### src/rtl/com_cdc_evt_arb_if.sv
`timescale 1ns/1ps
// ---------------------------------------------------------------------------
// com_cdc_evt_arb_if
// Four-phase channel between the event arbiter and the crossing logic.
//   ch_req : request level, driven by the arbiter (master)
//   ch_id  : granted requester index, valid while ch_req is high
//   ch_ack : acknowledge level from the far side. It must already be
//            synchronized into the arbiter's clock domain.
// ---------------------------------------------------------------------------
interface com_cdc_evt_arb_if #(
    parameter int ID_W = 2
);
    logic            ch_req;
    logic [ID_W-1:0] ch_id;
    logic            ch_ack;

    modport master (
        output ch_req,
        output ch_id,
        input  ch_ack
    );

    modport slave (
        input  ch_req,
        input  ch_id,
        output ch_ack
    );
endinterface

### src/rtl/com_cdc_evt_arb.sv
`timescale 1ns/1ps
// ---------------------------------------------------------------------------
// com_cdc_evt_arb
// Collects single-cycle events from N_REQ requesters into pending flags.
// It forwards them one at a time over a 4-phase req/ack channel. Requesters
// are served round-robin. An REQ phase that is never acknowledged is
// abandoned after TO_CYC cycles.
//
// Ports
//   iclk        clock
//   irst_n      asynchronous active-low reset. Its release is already
//               synchronized to iclk.
//   ireq_pulse  per-requester event. Each high cycle is one event.
//   ch          channel interface (master side: ch_req/ch_id out, ch_ack in)
//   pend        pending-event flags
//   busy        high while a handshake is in progress (state != IDLE)
//   ovf_pulse   one-cycle flag per requester: an event merged into a
//               pending one
//   to_err      one-cycle flag: the REQ phase timed out and the event was
//               dropped
// ---------------------------------------------------------------------------
module com_cdc_evt_arb #(
    parameter int N_REQ  = 4,
    parameter int ID_W   = 2,
    parameter int TO_CYC = 1024
) (
    input  logic                iclk,
    input  logic                irst_n,
    input  logic [N_REQ-1:0]    ireq_pulse,
    com_cdc_evt_arb_if.master   ch,
    output logic [N_REQ-1:0]    pend,
    output logic                busy,
    output logic [N_REQ-1:0]    ovf_pulse,
    output logic                to_err
);

    // Counter only needs to reach TO_CYC-1. It is kept at least one bit
    // wide so the timeout can be disabled (TO_CYC = 0) without zero-width
    // vectors.
    localparam int CNT_W   = (TO_CYC > 1) ? $clog2(TO_CYC) : 1;
    localparam int TO_LAST = (TO_CYC > 0) ? TO_CYC - 1 : 0;

    typedef enum logic [1:0] {
        IDLE = 2'd0,
        REQ  = 2'd1,
        REL  = 2'd2
    } state_t;

    state_t            state_q, state_d;
    logic              ch_req_q, ch_req_d;
    logic [ID_W-1:0]   ch_id_q, ch_id_d;
    logic [ID_W-1:0]   last_grant_q, last_grant_d;
    logic [N_REQ-1:0]  pend_q, pend_d;
    logic [N_REQ-1:0]  ovf_q, ovf_d;
    logic              to_err_q, to_err_d;
    logic [CNT_W-1:0]  to_cnt_q, to_cnt_d;

    logic              grant_en;
    logic [ID_W-1:0]   grant_idx;
    logic [N_REQ-1:0]  grant_mask;
    logic              timeout_hit;
    logic [ID_W:0]     rr_sum;
    logic              rr_found;

    // A stale ack still high from the previous handshake blocks a new
    // grant. Otherwise the far side could see req and ack both high at
    // once.
    assign grant_en = (state_q == IDLE) && (|pend_q) && !ch.ch_ack;

    // Round-robin search: first pending bit at or above last_grant+1,
    // wrapping modulo N_REQ. rr_sum is one bit wider than an index, so
    // last_grant + k (at most 2*N_REQ-1) fits before the wrap subtract.
    always_comb begin
        grant_idx = last_grant_q;
        rr_found  = 1'b0;
        rr_sum    = '0;
        for (int k = 1; k <= N_REQ; k++) begin
            rr_sum = {1'b0, last_grant_q} + (ID_W+1)'(k);
            if (rr_sum >= (ID_W+1)'(N_REQ)) begin
                rr_sum = rr_sum - (ID_W+1)'(N_REQ);
            end
            if (!rr_found && pend_q[rr_sum[ID_W-1:0]]) begin
                grant_idx = rr_sum[ID_W-1:0];
                rr_found  = 1'b1;
            end
        end
    end

    // Per-requester pending and overflow logic. A new event wins over the
    // grant-clear in the same cycle, so it is never lost. An event that
    // lands on a flag which stays pending is merged and reported.
    for (genvar gi = 0; gi < N_REQ; gi++) begin : g_req
        assign grant_mask[gi] = grant_en && (grant_idx == ID_W'(gi));
        assign pend_d[gi]     = (pend_q[gi] & ~grant_mask[gi]) | ireq_pulse[gi];
        assign ovf_d[gi]      = ireq_pulse[gi] & pend_q[gi] & ~grant_mask[gi];
    end

    assign timeout_hit = (TO_CYC > 0) && (to_cnt_q == CNT_W'(TO_LAST));

    // Handshake FSM: next state and registered outputs.
    always_comb begin
        state_d      = state_q;
        ch_req_d     = ch_req_q;
        ch_id_d      = ch_id_q;
        last_grant_d = last_grant_q;
        to_cnt_d     = to_cnt_q;
        to_err_d     = 1'b0;
        unique case (state_q)
            IDLE: begin
                if (grant_en) begin
                    state_d      = REQ;
                    ch_req_d     = 1'b1;
                    ch_id_d      = grant_idx;
                    last_grant_d = grant_idx;
                    to_cnt_d     = '0;
                end
            end
            REQ: begin
                to_cnt_d = to_cnt_q + CNT_W'(1);
                // An ack always wins over a timeout on the same edge.
                // A falling ack here cannot happen legally and is ignored.
                if (ch.ch_ack) begin
                    state_d  = REL;
                    ch_req_d = 1'b0;
                end else if (timeout_hit) begin
                    // The event is abandoned. Its pend bit was cleared at
                    // grant time and is not restored.
                    state_d  = REL;
                    ch_req_d = 1'b0;
                    to_err_d = 1'b1;
                end
            end
            REL: begin
                if (!ch.ch_ack) begin
                    state_d = IDLE;
                end
            end
            default: begin
                state_d  = IDLE;
                ch_req_d = 1'b0;
            end
        endcase
    end

    always_ff @(posedge iclk or negedge irst_n) begin
        if (!irst_n) begin
            state_q      <= IDLE;
            ch_req_q     <= 1'b0;
            ch_id_q      <= '0;
            last_grant_q <= ID_W'(N_REQ - 1);   // requester 0 wins first
            pend_q       <= '0;
            ovf_q        <= '0;
            to_err_q     <= 1'b0;
            to_cnt_q     <= '0;
        end else begin
            state_q      <= state_d;
            ch_req_q     <= ch_req_d;
            ch_id_q      <= ch_id_d;
            last_grant_q <= last_grant_d;
            pend_q       <= pend_d;
            ovf_q        <= ovf_d;
            to_err_q     <= to_err_d;
            to_cnt_q     <= to_cnt_d;
        end
    end

    assign ch.ch_req = ch_req_q;
    assign ch.ch_id  = ch_id_q;
    assign pend      = pend_q;
    assign busy      = (state_q != IDLE);
    assign ovf_pulse = ovf_q;
    assign to_err    = to_err_q;

endmodule

### src/flat_wrapper.sv
// flat-port wrapper written by rule: the top's interface ports become plain ports
module com_cdc_evt_arb_flat 
#(
    parameter int N_REQ  = 4,
    parameter int ID_W   = 2,
    parameter int TO_CYC = 1024
)
  (iclk, irst_n, ireq_pulse, pend, busy, ovf_pulse, to_err, ch_ch_req, ch_ch_id, ch_ch_ack);
  com_cdc_evt_arb_if #(.ID_W(ID_W)) ch_i ();
  input  logic iclk;
  input  logic irst_n;
  input  logic [N_REQ-1:0] ireq_pulse;
  output logic [N_REQ-1:0] pend;
  output logic busy;
  output logic [N_REQ-1:0] ovf_pulse;
  output logic to_err;
  output wire logic [$bits(ch_i.ch_req)-1:0] ch_ch_req;
  output wire logic [$bits(ch_i.ch_id)-1:0] ch_ch_id;
  input wire logic [$bits(ch_i.ch_ack)-1:0] ch_ch_ack;
  assign ch_ch_req = ch_i.ch_req;
  assign ch_ch_id = ch_i.ch_id;
  assign ch_i.ch_ack = ch_ch_ack;
  com_cdc_evt_arb #(.N_REQ(N_REQ), .ID_W(ID_W), .TO_CYC(TO_CYC)) u_core (.iclk(iclk), .irst_n(irst_n), .ireq_pulse(ireq_pulse), .ch(ch_i), .pend(pend), .busy(busy), .ovf_pulse(ovf_pulse), .to_err(to_err));
endmodule
### config.mk
export PLATFORM = sky130hd
export DESIGN_NAME = com_cdc_evt_arb_flat
export DESIGN_NICKNAME = d
export VERILOG_FILES = /design/src/rtl/com_cdc_evt_arb_if.sv /design/src/rtl/com_cdc_evt_arb.sv /design/src/flat_wrapper.sv
export SDC_FILE = /design/constraint.sdc
export NUM_CORES = 1
export LEC_CHECK = 0
export CORE_ASPECT_RATIO = 0.8
export CORE_MARGIN = 2
export CORE_UTILIZATION = 51
export DETAILED_ROUTE_END_ITERATION = 12
export PLACE_DENSITY_LB_ADDON = 0.08
export SYNTH_ARGS = -nofsm -noshare
export SYNTH_HDL_FRONTEND = slang
export SYNTH_SLANG_ARGS = --single-unit
export TNS_END_PERCENT = 10
### constraint.sdc
create_clock -name iclk -period 2.5 [get_ports iclk]
set_clock_uncertainty 0.2 [all_clocks]
set_input_delay 0.25 -clock iclk [delete_from_list [all_inputs] [get_ports iclk]]
set_output_delay 0.25 -clock iclk [all_outputs]
set_load 0.1 [all_outputs]
==> flow_summary.yaml <==
floorplanning:
  start_util_pct: 55.54
  core.rowCount: 15
  fp.coreArea_um2: 2215
  die_area_um2: 2823
  die_w_um: 58.91
  die-height_um: 47.93
  ios: 20
worst_setup_path:
  critical_path.startpoint_type: "flip-flop"
  setup.worst_path.class: "reg -> reg"
  cpPeakStageDelay_ns: 0.60
  crit_fanout: 5
  timing.critical_path.max_delay_family: "simple AND/OR/NAND/NOR gates"
  timing.critical_path.required_ns: 2.53
  crit_path_cell_trace: "ha_1 > nand3_1 > nor4_1 > o31ai_1 > a21o_1"
  cpMaxStageDelayCell: "sky130_fd_sc_hd__nor4_1"
  critical_path.n_buffers_inverters: 0
  critPathArrivalTime_ns: 2.08
  critical_path.endpoint_type: "flip-flop"
routing:
  firstDrtPassIters: 6
  wire_per_inst_um: 14.92
  final_antenna_net_count: 0
  num_vias: 1023
  vias_per_cell: 6.018
  detail_route.drc_violations: 0
  routed_wl_mm: 2.537
  initialDrtViolationCount: 27
logic_synthesis:
  ys_warns: 0
  synth.largest_area_cell: "sky130_fd_sc_hd__dfrtp_1"
  synth_seq_area_share_pct: 53.10
  synthesis.instances: 121
  post-synth-top-area-fraction_pct: 48.83
  ys_top_cells_by_count: "sky130_fd_sc_hd__dfrtp_1, sky130_fd_sc_hd__nand2_1, sky130_fd_sc_hd__o21ai_0"
  synth-edff-count: 0
  syn-num-nets: 129
  synth_area_leaders: "sky130_fd_sc_hd__dfrtp_1, sky130_fd_sc_hd__nand2_1, sky130_fd_sc_hd__o21ai_0"
  yosys_register_bits: 26
  synth.avg_cell_area_um2: 10.16
  synth_cell_types: 35
  async_flop_share_pct: 100.0
  yosys.cell_count.top_type: "sky130_fd_sc_hd__dfrtp_1"
  yosys_most_used_dff: "sky130_fd_sc_hd__dfrtp_1"
  netlist_area_um2: 1230
clocking:
  cts_repair_resize_count: 0
  cts_sinks: 26
  post_cts_hold_buffer_count: 0
  ctsRootBufferMaster: "sky130_fd_sc_hd__clkbuf_4"
  clk_latency_ns: 0.32
  cts.path.max_buffers: 2
  cts_tree: "done"
  htreeDepth: 1
  clkSlewWorstSetupHoldPaths_ns: 0.14
  post_cts_buffers: 0
  cts_buffers: 3
final_layout:
  post_route_cells_drive_above_1_share_pct: 19.31
  layout-area-overhead-vs-synth_pct: 19.23
  layout.nets: 154
  antenna-diode-count: 0
sta:
  hold_viol_final: 0
  finalSetupTns_ns: 0
  period_share_pct: 81.95
  finalSetupViolCount: 0
  fin_hold_ws_ns: 0.08640
  unrepaired_setup_endpoints_after_global_routing: "false"
  finalMaxSlewViolations: 0
  max_slew.worst_pin.slew_ns: 0.6037
  max_slew_margin_pct: 59.38
  fin_crit_ns: 2.049
  max_freq_mhz: 488.1
placed_design:
  globalplace.congestion: 0.8422
  placement.io_buffers: 19
  dp_hpwl_mm: 1.828
min_path:
  hp-class: "in -> async"
grt:
  track_usage_pct: 19.51
  grt-ovfl-total: 0
  first_global_vias: 868
  wire_length_of_the_first_global_routing_pass_mm: 4.036
  largest_net_degree_at_the_start_of_global_routing: 27
  grt_antenna_before_repair: 0
outcome:
  outcome: "finished clean"
run:
  timing.max_cap.violations: 0
-- registers in the layout, indices dropped and copies added, names as in the netlist --
| register | cells |
|---|---|
| u_core.state_q | 2 |
| u_core.to_err | 1 |
| u_core.ch.ch_id | 2 |
| u_core.pend | 4 |
| u_core.ch.ch_req | 1 |
| u_core.ovf_pulse | 4 |
| u_core.to_cnt_q | 10 |
| u_core.last_grant_q | 2 |
-- through the flow --
stage | util (%) | cells | setup slack [ns] | cell area [µm²]
2_1_floorplan | - | 121 | 0.2127 | 1230
3_3_place_gp | 64.58 | 166 | 0.3938 | 1430
3_5_place_dp | 64.58 | 166 | 0.3341 | 1430
4_1_cts | 66.21 | 170 | 0.4670 | 1466
5_1_grt | 66.21 | 170 | 0.2398 | 1466
6_report | 66.21 | 170 | 0.4514 | 1466
-- final timing paths --
path | start | depth (start not counted) | end | slack (ns)
setup / recovery | u_core.to_cnt_q[0] | 5 | u_core.ch.ch_req | 0.45
hold / removal | irst_n | 2 | u_core.pend[2] | 0.09
setup reg to reg | u_core.to_cnt_q[0] | 5 | u_core.ch.ch_req | 0.45
hold reg to reg | u_core.ch.ch_req | 1 | u_core.ch.ch_req | 0.32
max in group asynchronous | irst_n | 2 | u_core.last_grant_q[1] | 1.72
min in group iclk | u_core.ch.ch_req | 1 | u_core.ch.ch_req | 0.32
-- routing by layer --
| layer | vias to the layer above | global-route usage [%] | part of all wire, % |
|---|---|---|---|
| met2 | 24 | 29.33 | 42 |
| met5 | - | 0 | 0 |
| li1 | 500 | - | - |
| met4 | 0 | 2.727 | 0.55 |
| met1 | 497 | 29.40 | 53 |
| met3 | 2 | 4.865 | 4.7 |
-- logic make-up after synthesis --
logic type	count (synthesis)	synth area share, %
compound gates	37	19.94
xor+xnor	1	0.7122
fa+ha+maj	1	1.017
buf+inv	4	1.831
flops	26	53.10
mux	5	4.577
simple gates	47	18.82
-- layout by cell type, fill, tap and decap left out, types with 4 or more instances in the layout --
cell,count
sky130_fd_sc_hd__a21oi_1,4
sky130_fd_sc_hd__a31oi_1,6
sky130_fd_sc_hd__buf_4,17
sky130_fd_sc_hd__clkdlybuf4s50_1,6
sky130_fd_sc_hd__dfrtp_1,24
sky130_fd_sc_hd__nand2_1,16
sky130_fd_sc_hd__nand2b_1,4
sky130_fd_sc_hd__nor2_1,10
sky130_fd_sc_hd__o21ai_0,11
sky130_fd_sc_hd__o31ai_1,4
-- final cells by class --
| class | count | area (µm²) |
|---|---|---|
| clock buffers | 4 | 36.28 |
| fillers | 191 | 748.2 |
| inverters | 1 | 3.754 |
| multi-input cells | 91 | 554.3 |
| flip-flops and latches | 26 | 653.1 |
| well taps | 25 | 31.28 |
| repair buffers | 23 | 187.7 |
Power is left out: the tool's default activity adds up to more than one toggle a clock period on the data nets, which glitch-free logic cannot reach.
